--- src/rtl/axi_isolate.sv ---
// axi_isolate: stops accepting new AW/AR on request, lets in-flight bursts finish,
// then reports the link isolated. All channels pass through combinationally.
package axi_isolate_pkg;
  typedef struct packed {
    logic [3:0]  id;
    logic [31:0] addr;
    logic [7:0]  len;
  } ax_chan_t;

  typedef struct packed {
    logic [31:0] data;
    logic [3:0]  strb;
    logic        last;
  } w_chan_t;

  typedef struct packed {
    logic [3:0] id;
    logic [1:0] resp;
  } b_chan_t;

  typedef struct packed {
    logic [3:0]  id;
    logic [31:0] data;
    logic [1:0]  resp;
    logic        last;
  } r_chan_t;

  typedef struct packed {
    ax_chan_t aw;
    logic     aw_valid;
    w_chan_t  w;
    logic     w_valid;
    logic     b_ready;
    ax_chan_t ar;
    logic     ar_valid;
    logic     r_ready;
  } axi_req_t;

  typedef struct packed {
    logic    aw_ready;
    logic    w_ready;
    b_chan_t b;
    logic    b_valid;
    logic    ar_ready;
    r_chan_t r;
    logic    r_valid;
  } axi_resp_t;
endpackage

module axi_isolate #(
  parameter int unsigned NumPending = 16,
  parameter type         req_t      = axi_isolate_pkg::axi_req_t,
  parameter type         resp_t     = axi_isolate_pkg::axi_resp_t
) (
  input  logic  clk_i,
  input  logic  rst_ni,
  input  req_t  slv_req_i,
  output resp_t slv_resp_o,
  output req_t  mst_req_o,
  input  resp_t mst_resp_i,
  input  logic  isolate_i,
  output logic  isolated_o
);

  localparam int unsigned     CntW   = $clog2(NumPending + 1);
  localparam logic [CntW-1:0] CntMax = CntW'(NumPending);
  localparam logic [CntW-1:0] CntOne = CntW'(1);

  typedef enum logic [1:0] {
    NORMAL,
    HOLD,
    DRAIN,
    ISOLATE
  } state_e;

  state_e          wr_state_q, rd_state_q;
  logic [CntW-1:0] wr_cnt_q, rd_cnt_q;

  logic aw_pass, ar_pass;
  logic aw_hs, ar_hs, b_hs, r_last_hs;
  logic aw_stall, ar_stall;

  assign aw_pass = ((wr_state_q == NORMAL) && (wr_cnt_q < CntMax)) || (wr_state_q == HOLD);
  assign ar_pass = ((rd_state_q == NORMAL) && (rd_cnt_q < CntMax)) || (rd_state_q == HOLD);

  always_comb begin
    mst_req_o  = slv_req_i;
    slv_resp_o = mst_resp_i;
    if (!aw_pass) begin
      mst_req_o.aw_valid  = 1'b0;
      slv_resp_o.aw_ready = 1'b0;
    end
    if (!ar_pass) begin
      mst_req_o.ar_valid  = 1'b0;
      slv_resp_o.ar_ready = 1'b0;
    end
  end

  assign aw_hs     = aw_pass & slv_req_i.aw_valid & mst_resp_i.aw_ready;
  assign ar_hs     = ar_pass & slv_req_i.ar_valid & mst_resp_i.ar_ready;
  assign b_hs      = mst_resp_i.b_valid & slv_req_i.b_ready;
  assign r_last_hs = mst_resp_i.r_valid & slv_req_i.r_ready & mst_resp_i.r.last;

  // A downstream-visible valid that is not yet accepted must stay valid, so the
  // FSM parks in HOLD (still passing) until that handshake completes.
  assign aw_stall = aw_pass & slv_req_i.aw_valid & ~mst_resp_i.aw_ready;
  assign ar_stall = ar_pass & slv_req_i.ar_valid & ~mst_resp_i.ar_ready;

  always_ff @(posedge clk_i or negedge rst_ni) begin
    if (!rst_ni) begin
      wr_state_q <= NORMAL;
      wr_cnt_q   <= '0;
    end else begin
      assert (!(b_hs && (wr_cnt_q == '0)))
        else $error("axi_isolate: B handshake with no write outstanding");
      if (aw_hs && !b_hs) begin
        wr_cnt_q <= wr_cnt_q + CntOne;
      end else if (b_hs && !aw_hs) begin
        wr_cnt_q <= wr_cnt_q - CntOne;
      end
      unique case (wr_state_q)
        NORMAL:  if (isolate_i) wr_state_q <= aw_stall ? HOLD : DRAIN;
        HOLD:    if (aw_hs) wr_state_q <= DRAIN;
        DRAIN: begin
          if (wr_cnt_q == '0)  wr_state_q <= ISOLATE;
          else if (!isolate_i) wr_state_q <= NORMAL;
        end
        ISOLATE: if (!isolate_i) wr_state_q <= NORMAL;
        default: wr_state_q <= NORMAL;
      endcase
    end
  end

  always_ff @(posedge clk_i or negedge rst_ni) begin
    if (!rst_ni) begin
      rd_state_q <= NORMAL;
      rd_cnt_q   <= '0;
    end else begin
      assert (!(r_last_hs && (rd_cnt_q == '0)))
        else $error("axi_isolate: last R handshake with no read outstanding");
      if (ar_hs && !r_last_hs) begin
        rd_cnt_q <= rd_cnt_q + CntOne;
      end else if (r_last_hs && !ar_hs) begin
        rd_cnt_q <= rd_cnt_q - CntOne;
      end
      unique case (rd_state_q)
        NORMAL:  if (isolate_i) rd_state_q <= ar_stall ? HOLD : DRAIN;
        HOLD:    if (ar_hs) rd_state_q <= DRAIN;
        DRAIN: begin
          if (rd_cnt_q == '0)  rd_state_q <= ISOLATE;
          else if (!isolate_i) rd_state_q <= NORMAL;
        end
        ISOLATE: if (!isolate_i) rd_state_q <= NORMAL;
        default: rd_state_q <= NORMAL;
      endcase
    end
  end

  assign isolated_o = (wr_state_q == ISOLATE) && (rd_state_q == ISOLATE);

endmodule

--- config.mk ---
export PLATFORM = sky130hd
export DESIGN_NAME = axi_isolate
export DESIGN_NICKNAME = d
export VERILOG_FILES = /design/src/rtl/axi_isolate.sv
export SDC_FILE = /design/constraint.sdc
export NUM_CORES = 1
export LEC_CHECK = 0
export CAP_MARGIN = 5
export CORE_AREA = 2 2 141 143
export DETAILED_ROUTE_END_ITERATION = 8
export DIE_AREA = 0 0 143 145
export GPL_TIMING_DRIVEN = 0
export PLACE_DENSITY = 0.44
export SLEW_MARGIN = 20
export SYNTH_ARGS = -nofsm -noshare
export SYNTH_HDL_FRONTEND = slang
export SYNTH_SLANG_ARGS = --single-unit
--- constraint.sdc ---
create_clock -name clk_i -period 4.5 [get_ports clk_i]
set_input_delay 1.125 -clock clk_i [delete_from_list [all_inputs] [get_ports clk_i]]
set_output_delay 1.125 -clock clk_i [all_outputs]
set_load 0.01 [all_outputs]
After elaboration in Yosys (flattened, before gate mapping)

Cells that the tools add are included.

Bits in registers: 14
Output and inout bits: 181

Add/subtract/negate cells: 4
$lt $le $gt $ge: 2
Equal/unequal tests: 10
Muxes and demuxes: 20
Bitwise logic cells: 11
Reductions and logical operators: 21

Operator list:

| cell                                                | count |
|---|---|
| two-way mux 2 bit                                   | 10 |
| two-way mux 5 bit                                   | 4 |
| one-hot mux 2 bit (4 select lines)                  | 2 |
| adder 5 x 1 -> 5 bit, second input constant         | 2 |
| zero test 5 bit                                     | 2 |
| < comparator 5 bit, second input constant           | 2 |
| subtractor 5 x 1 -> 5 bit, second input constant    | 2 |
| bitwise AND 1 bit                                   | 9 |
| equality test 2 bit, second input constant          | 4 |
| inequality test 2 bit, second input constant        | 4 |
| logical AND 1 bit                                   | 7 |
| equality test 2 x 1 -> 1 bit, second input constant | 2 |
| zero test 1 bit                                     | 4 |
| zero test 2 bit                                     | 2 |
| two-way mux 1 bit                                   | 4 |
| AND reduction 2 bit                                 | 2 |
| nonzero test 2 bit                                  | 2 |
| logical OR 1 bit                                    | 2 |
| inverter 1 bit                                      | 2 |

Longest topological paths before layout

Gate-level depths: netlist (run 1).

Depth after elaboration: 9
Mapped depth: 10
Gate-level depth less buffers: 10

Worst setup path before layout (run 1)

Ideal clock, no wire load.

Path kind: input port to flip-flop
Start: input mst_resp_i[40] (netlist name)
End: register rd_cnt_q[4]
Setup time: 0.123 ns
Data arrival time: 2.368 ns
Data required time: 4.377 ns
Path slack: 2.009 ns
Stages on the path: 8
Cell sequence: and3_1 ha_1 inv_1 ha_1 a21oi_1 and3_1 o21bai_1 xnor2_1

Word-level cells in the longest chain between the ends: 4

Ends and longest elaborated chain:

| what                                | RTL line | text |
|---|---|---|
| start: declaration                  | 60       | `input resp_t mst_resp_i,` |
| bitwise AND 1 bit (*)               | 100      | `assign ar_hs = ar_pass & slv_req_i.ar_valid & mst_resp_i.ar_ready;` |
| zero test 1 bit                     | 143      | `end else if (r_last_hs && !ar_hs) begin` |
| logical AND 1 bit                   | 143      |  |
| nonzero test 2 bit (no source line) | n/a      |  |
| end signal: assignment              | 142      | `rd_cnt_q <= rd_cnt_q + CntOne;` |
| end signal: assignment              | 144      | `rd_cnt_q <= rd_cnt_q - CntOne;` |
| end: declaration                    | 77       | `logic [CntW-1:0] wr_cnt_q, rd_cnt_q;` |

Every way passes the cells marked *; elsewhere a longest branch is shown, timed or not.
A chain may end at the register's enable or synchronous reset.

==> run_results.csv, run 1 <==
group,metric,value,unit
layout,multi_input_area,561,um^2
power_and_ir_drop,ir_drop,0.000154,V
power_and_ir_drop,power_leakage,2.06,nW
place,port_buffers,192,
run_status,status,"complete, no violations",
global_route,grt_pass1_wl,9.74,mm
drt,drtIter0Drc,43,
drt,wl,6.75,mm
drt,firstDrtPassIters,2,
place,hpwl,6.18,mm
floorplan,chipWidth,143,um
global_route,antenna_found_initial,0,
yosys,synth_top_cells_by_area,"buf_4 (59%), dfrtp_1 (16%), ha_1 (4.5%), a21oi_1 (2.4%), xnor2_1 (2.3%)",
yosys,ys_async_sr_fraction,1.00,
global_route,grt_pass1_vias,2145,
sta,hold_ws,0.516,ns
floorplan,core,19200,um^2
sta,period_needed,3.43,ns
hold_path,hold_class,"reg2reg",
drt,wl_per_cell,9.22,um
yosys,synth.most_common_cell,"buf_4",
worst_setup_path,endpoint_kind,"output port",
layout,ff_latch_area,350,um^2
hold_path,hp-start,"rd_cnt_q[4]",
sta,rsz0062_at_grt,"no",
floorplan,rows,51,
cts,cts-hold-fix-buffers,0,
yosys,synth_top_area_share,0.588,
worst_setup_path,crit_path_start_kind,"primary input",
layout,areaGrowthSynthToFinish,104,%
yosys,synth_ff_type,"dfrtp_1",
worst_setup_path,worstPathRequired,3.38,ns
yosys,yosys.area.top_type,"buf_4",
floorplan,dieArea,20700,um^2
global_route,overflow,0,
yosys,avgSynthCellArea,8.29,um^2
power_and_ir_drop,powerDensity,244,nW/um^2
yosys,synth_edf_count,0,
cts,cts_num_sinks,14,
yosys,synth_nets,464,
cts,post_cts_buffers,0,
sta,hold_viol,0,
global_route,grt_start_max_net_pins,15,
drt,detail-route-antenna-nets,0,
cts,cts.path.max_buffers,2,
sta,drv_slew,0,
yosys,synthTopCellsByCount,"buf_4 (176), dfrtp_1 (14), a21oi_1 (11), ha_1 (8), o21ai_0 (7)",
yosys,syn_inst,271,
layout,postLayoutCellArea,4590,um^2
run,drv_cap,0,
yosys,synth_seq_cells,14,
drt,vias,2242,
yosys,seq_area_frac_synth,0.156,
worst_setup_path,critical_path_class,"in2out",
yosys,ys_warn_count,0,
layout,diodes,0,
worst_setup_path,cp_max_fo,4,
worst_setup_path,cp.arrival,2.31,ns
place,place.gp.congestion,0.641,
layout,fill_cells,2105,
sta,worst_slew_pin_slew,0.633,ns
yosys,syn-cell-area,2250,um^2
floorplan,start_util,0.117,
sta,skew,0.000503,ns
cts,htree_levels,1,
yosys,synthDistinctLibCells,30,
place,place_area,4500,um^2
sta,setup_viol,0,
sta,fin_crit_sh,0.763,
floorplan,top_level_ports,364,
cts,cts-buffers-inserted,3,
drt,drt-vias-per-instance,3.06,
worst_setup_path,rr_startpoint,"wr_state_q[0]",
cts,clk_pin_slew,0.05,ns
cts,clock_latency,0.24,ns
sta,max_slew_margin,0.577,
sta,final.setup.tns,0,ns
layout,nNetsFinal,661,
sta,max_freq,0.291,GHz
cts,cts-root-buf,"clkbuf_16",
cts,cts_tree,"built",
drt,drc,0,
layout,drive_gt1_frac,0.394,
floorplan,die_h,145,um
global_route,grt_use_total,0.0569,
worst_setup_path,cp-startpoint,"slv_req_i[85]",
cts,cts.repair.resized,0,
-- worst paths after layout --
path,slack [ns],endpoint,cells after the start
setup / recovery,1.07,mst_req_o[85],3
hold / removal,0.52,rd_cnt_q[4],1
setup reg to reg,2.34,wr_cnt_q[4],10
hold reg to reg,0.52,rd_cnt_q[4],1
max in group asynchronous,2.81,rd_cnt_q[4],1
min in group asynchronous,1.28,wr_cnt_q[2],1
-- metal layers --
metal	track usage	routed length, um	up-vias
li1	-	-	1084
met1	0.0514	2050	963
met2	0.118	3790	193
met3	0.0195	878	2
met4	0.0104	37	0
met5	0	0	-
-- cells in the final DEF, fill, tap and decap left out --
cell             count
clkdlybuf4s50_1    192
buf_4              176
dfrtp_1             14
a21oi_1             11
ha_1                 8
o21ai_0              7
nand2_1              6
xnor2_1              6
and2_1               5
inv_1                4
and3_1               4
nand3_1              3
nor2_1               3
clkbuf_16            3
a21o_1               2
xor2_1               2
mux2_2               2
nor3_1               2
o21bai_1             2
fa_1                 2
and4_1               1
nor3b_1              1
nor2b_1              1
o31a_1               1
and2b_2              1
or4_1                1
nor2_2               1
and2b_1              1
a211o_1              1
o21ai_1              1
a2bb2o_1             1
a22oi_1              1
clkbuf_8             1
-- logic make-up after synthesis --
| logic type | share of synthesized area |
|---|---|
| DFF | 0.156 |
| adders and majority gates | 0.0624 |
| xor gates and xnor gates | 0.0312 |
| AOI/OAI and AO/OA | 0.0713 |
| buffers and inverters | 0.595 |
| muxes | 0.0100 |
| and+or+nand+nor | 0.0746 |
-- registers in the layout, indices dropped and copies added, names as in the netlist --
signal,count
rd_cnt_q,5
wr_cnt_q,5
rd_state_q,2
wr_state_q,2
-- cell type report --
type,count,share of cell area
buffer,176,0.288
tap,265,0.0722
multi-input combinational,77,0.122
sequential,14,0.0763
timing repair buffer,192,0.419
clock buffer,4,0.0194
inverter,4,0.00327
-- power breakdown --
group	switching, W	internal (W)	total (W)	leakage, nW
sequential	0.0000691	0.000187	0.000256	0.171
clock	0.0000486	0.000134	0.000183	0.0442
combinational	0.000259	0.000425	0.000683	1.84
-- critical path, stage by stage --
cell and delay (ns):
clkdlybuf4s50_1 0.51, and2_1 0.14, clkdlybuf4s50_1 0.54
-- through the flow --
step | power [W] | cells | setup slack [ns] | utilization
after CTS | 0.00114 | 732 | 1.05 | 0.239
after global routing | 0.00122 | 732 | 1.00 | 0.239
after floorplan | 0.000682 | 271 | 2.01 | -
after global placement | 0.000937 | 728 | 1.06 | 0.234
final | 0.00112 | 732 | 1.07 | 0.239
after detailed placement | 0.000947 | 728 | 1.06 | 0.234
No activity file was read; power rests on OpenSTA's default activity.
==> run 2: changes to the inputs <==
--- a/config.mk
+++ b/config.mk
@@ -6,11 +6,11 @@
 export NUM_CORES = 1
 export LEC_CHECK = 0
 export CAP_MARGIN = 5
-export CORE_AREA = 2 2 141 143
+export CORE_AREA = 2 2 140 142
 export DETAILED_ROUTE_END_ITERATION = 8
-export DIE_AREA = 0 0 143 145
+export DIE_AREA = 0 0 142 144
 export GPL_TIMING_DRIVEN = 0
-export PLACE_DENSITY = 0.44
+export PLACE_DENSITY = 0.45
 export SLEW_MARGIN = 20
 export SYNTH_ARGS = -nofsm -noshare
 export SYNTH_HDL_FRONTEND = slang
==> constraint.sdc (replaced) <==
create_clock -name clk_i -period 3.5 [get_ports clk_i]
set_input_delay 0.875 -clock clk_i [delete_from_list [all_inputs] [get_ports clk_i]]
set_output_delay 0.875 -clock clk_i [all_outputs]
set_load 0.01 [all_outputs]
==> run 2 against run 1 <==
  * Worst setup slack lost 0.55 ns
  * Combinational power up 29%
  * Global-route usage decreased by 0.24 points
  * Sequential power increased by 28%
  * Non-clock buffer count unchanged
  * Wire length is 8.9% higher
  * Largest cell class unchanged
  * Highest routed layer unchanged
==> run_results.csv, run 2 (synthesized netlist as in run 1, its figures left out) <==
group,metric,value,unit
sta,skew,0.00128,ns
cts,cts_num_sinks,14,
cts,cts-hold-fix-buffers,0,
sta,setup_viol,0,
hold_path,whs_path_depth,1,
hold_path,hold_class,"reg2reg",
worst_setup_path,path_cells,"clkdlybuf4s50_1 > and2_1 > clkdlybuf4s50_1",
layout,fill_cells,2060,
power_and_ir_drop,power_frac_seq,0.227,
power_and_ir_drop,p_comb_frac,0.610,
run,drv_cap,0,
drt,detail-route-antenna-nets,0,
drt,drtIter0Drc,37,
global_route,grt_use_met2,0.121,
worst_setup_path,crit_slowest_cell,"clkdlybuf4s50_1",
floorplan,die_h,144,um
power_and_ir_drop,power_switching,0.000488,W
worst_setup_path,cp_common_cell,"clkdlybuf4s50_1",
sta,hold_viol,0,
power_and_ir_drop,switching_share,0.338,
layout,ff_latch_area,350,um^2
cts,clk_pin_slew,0.05,ns
global_route,met1_usage,0.0482,
power_and_ir_drop,powerDensity,317,nW/um^2
place,port_buffers,192,
cts,htree_levels,1,
sta,final.setup.tns,0,ns
worst_setup_path,endpoint_kind,"output port",
worst_setup_path,crit_path_start_kind,"primary input",
place,hpwl,6.76,mm
global_route,grt_most_used_layer,"met2",
worst_setup_path,slowest_delay,0.54,ns
floorplan,top_level_ports,364,
place,dp_worst_setup_slack,0.487,ns
global_route,antenna_found_initial,0,
power_and_ir_drop,power_leakage,2.06,nW
hold_path,hold_end,"rd_cnt_q[4]",
worst_setup_path,cp.arrival,2.10,ns
global_route,overflow,0,
hold_path,hp-start,"rd_cnt_q[4]",
worst_setup_path,worstPathRequired,2.62,ns
global_route,grt_pass1_wl,9.05,mm
cts,cts-buffers-inserted,3,
sta,worst_slew_pin_slew,0.663,ns
power_and_ir_drop,p_int,0.000958,W
place,place.gp.congestion,0.650,
drt,firstDrtPassIters,4,
worst_setup_path,cp_top_family,"buffers and inverters",
layout,multi_input_area,561,um^2
worst_setup_path,rr_startpoint,"rd_state_q[0]",
cts,post_cts_buffers,0,
worst_setup_path,r2r_end,"rd_cnt_q[4]",
layout,nNetsFinal,661,
worst_setup_path,reg2reg_slack,1.34,ns
run_status,status,"complete, no violations",
layout,final_common_cell,"clkdlybuf4s50_1",
cts,cts_tree,"built",
floorplan,start_util,0.118,
layout,diodes,0,
power_and_ir_drop,power_frac_clock,0.163,
sta,max_freq,0.336,GHz
floorplan,dieArea,20400,um^2
floorplan,chipWidth,142,um
power_and_ir_drop,ir_drop,0.000241,V
cts,cts-root-buf,"clkbuf_16",
drt,wl,7.35,mm
sta,timing.final.ws_setup,0.521,ns
worst_setup_path,cp_max_fo,4,
global_route,grt_pass1_vias,1890,
global_route,grt_use_total,0.0545,
global_route,met3_usage,0.0172,
layout,drive_gt1_frac,0.394,
worst_setup_path,r2r_cells,10,
sta,rsz0062_at_grt,"no",
drt,vias,2253,
sta,period_needed,2.98,ns
layout,most-common-layout-cells,"clkdlybuf4s50_1 (192), buf_4 (176), dfrtp_1 (14)",
worst_setup_path,critical_path_class,"in2out",
layout,top_regs,"rd_cnt_q x5, wr_cnt_q x5",
drt,wl_per_cell,10.4,um
sta,drv_slew,0,
cts,cts.path.max_buffers,2,
worst_setup_path,path_buf_inv,2,
cts,cts.repair.resized,0,
sta,fin_crit_sh,0.851,
floorplan,core,19100,um^2
sta,max_slew_margin,0.557,
drt,drc,0,
drt,drt-vias-per-instance,3.20,
layout,areaGrowthSynthToFinish,103,%
global_route,grt_start_max_net_pins,15,
cts,clock_latency,0.24,ns
layout,final_util,0.239,
floorplan,rows,51,
-- run 2: layer usage --
layer | part of all wire | wire [um]
met1 | 0.27 | 2020
met2 | 0.61 | 4470
met5 | 0 | 0
met4 | 0.0082 | 60
met3 | 0.11 | 804
-- run 2: layout make-up --
type / count / share of cell area
sequential: 14 / 0.0769
multi-input combinational: 77 / 0.123
timing repair buffer: 192 / 0.422
clock buffer: 4 / 0.0195
buffer: 176 / 0.290
tap: 238 / 0.0654
inverter: 4 / 0.00330
-- run 2: how the worst max path moves through the flow --
stage,startpoint,cells past startpoint,to
detailed placement,slv_req_i[1],3,mst_req_o[1]
floorplan,mst_resp_i[40],8,rd_cnt_q[4]
global route,slv_req_i[1],3,mst_req_o[1]
finish,slv_req_i[1],3,mst_req_o[1]
global placement,slv_req_i[1],3,mst_req_o[1]
CTS,slv_req_i[1],3,mst_req_o[1]
-- run 2: per-stage QoR --
| step | power [W] | hold slack, ns | std cells | area [um^2] |
|---|---|---|---|---|
| 2_1_floorplan | 0.000877 | 0.469 | 271 | 2250 |
| 3_3_place_gp | 0.00121 | 0.504 | 701 | 4470 |
| 3_5_place_dp | 0.00122 | 0.512 | 701 | 4470 |
| 4_1_cts | 0.00147 | 0.520 | 705 | 4560 |
| 5_1_grt | 0.00158 | 0.546 | 705 | 4560 |
| 6_report | 0.00145 | 0.507 | 705 | 4560 |
-- run 2: power by group through the flow --
| stage | registers, W | logic, W | clock network (W) |
|---|---|---|---|
| after CTS | 0.000329 | 0.000893 | 0.000244 |
| after floorplan | 0.000309 | 0.000568 | 0 |
| after global routing | 0.000347 | 0.000975 | 0.000255 |
| after detailed placement | 0.000331 | 0.000889 | 0 |
| final | 0.000328 | 0.000881 | 0.000236 |
| after global placement | 0.000329 | 0.000881 | 0 |
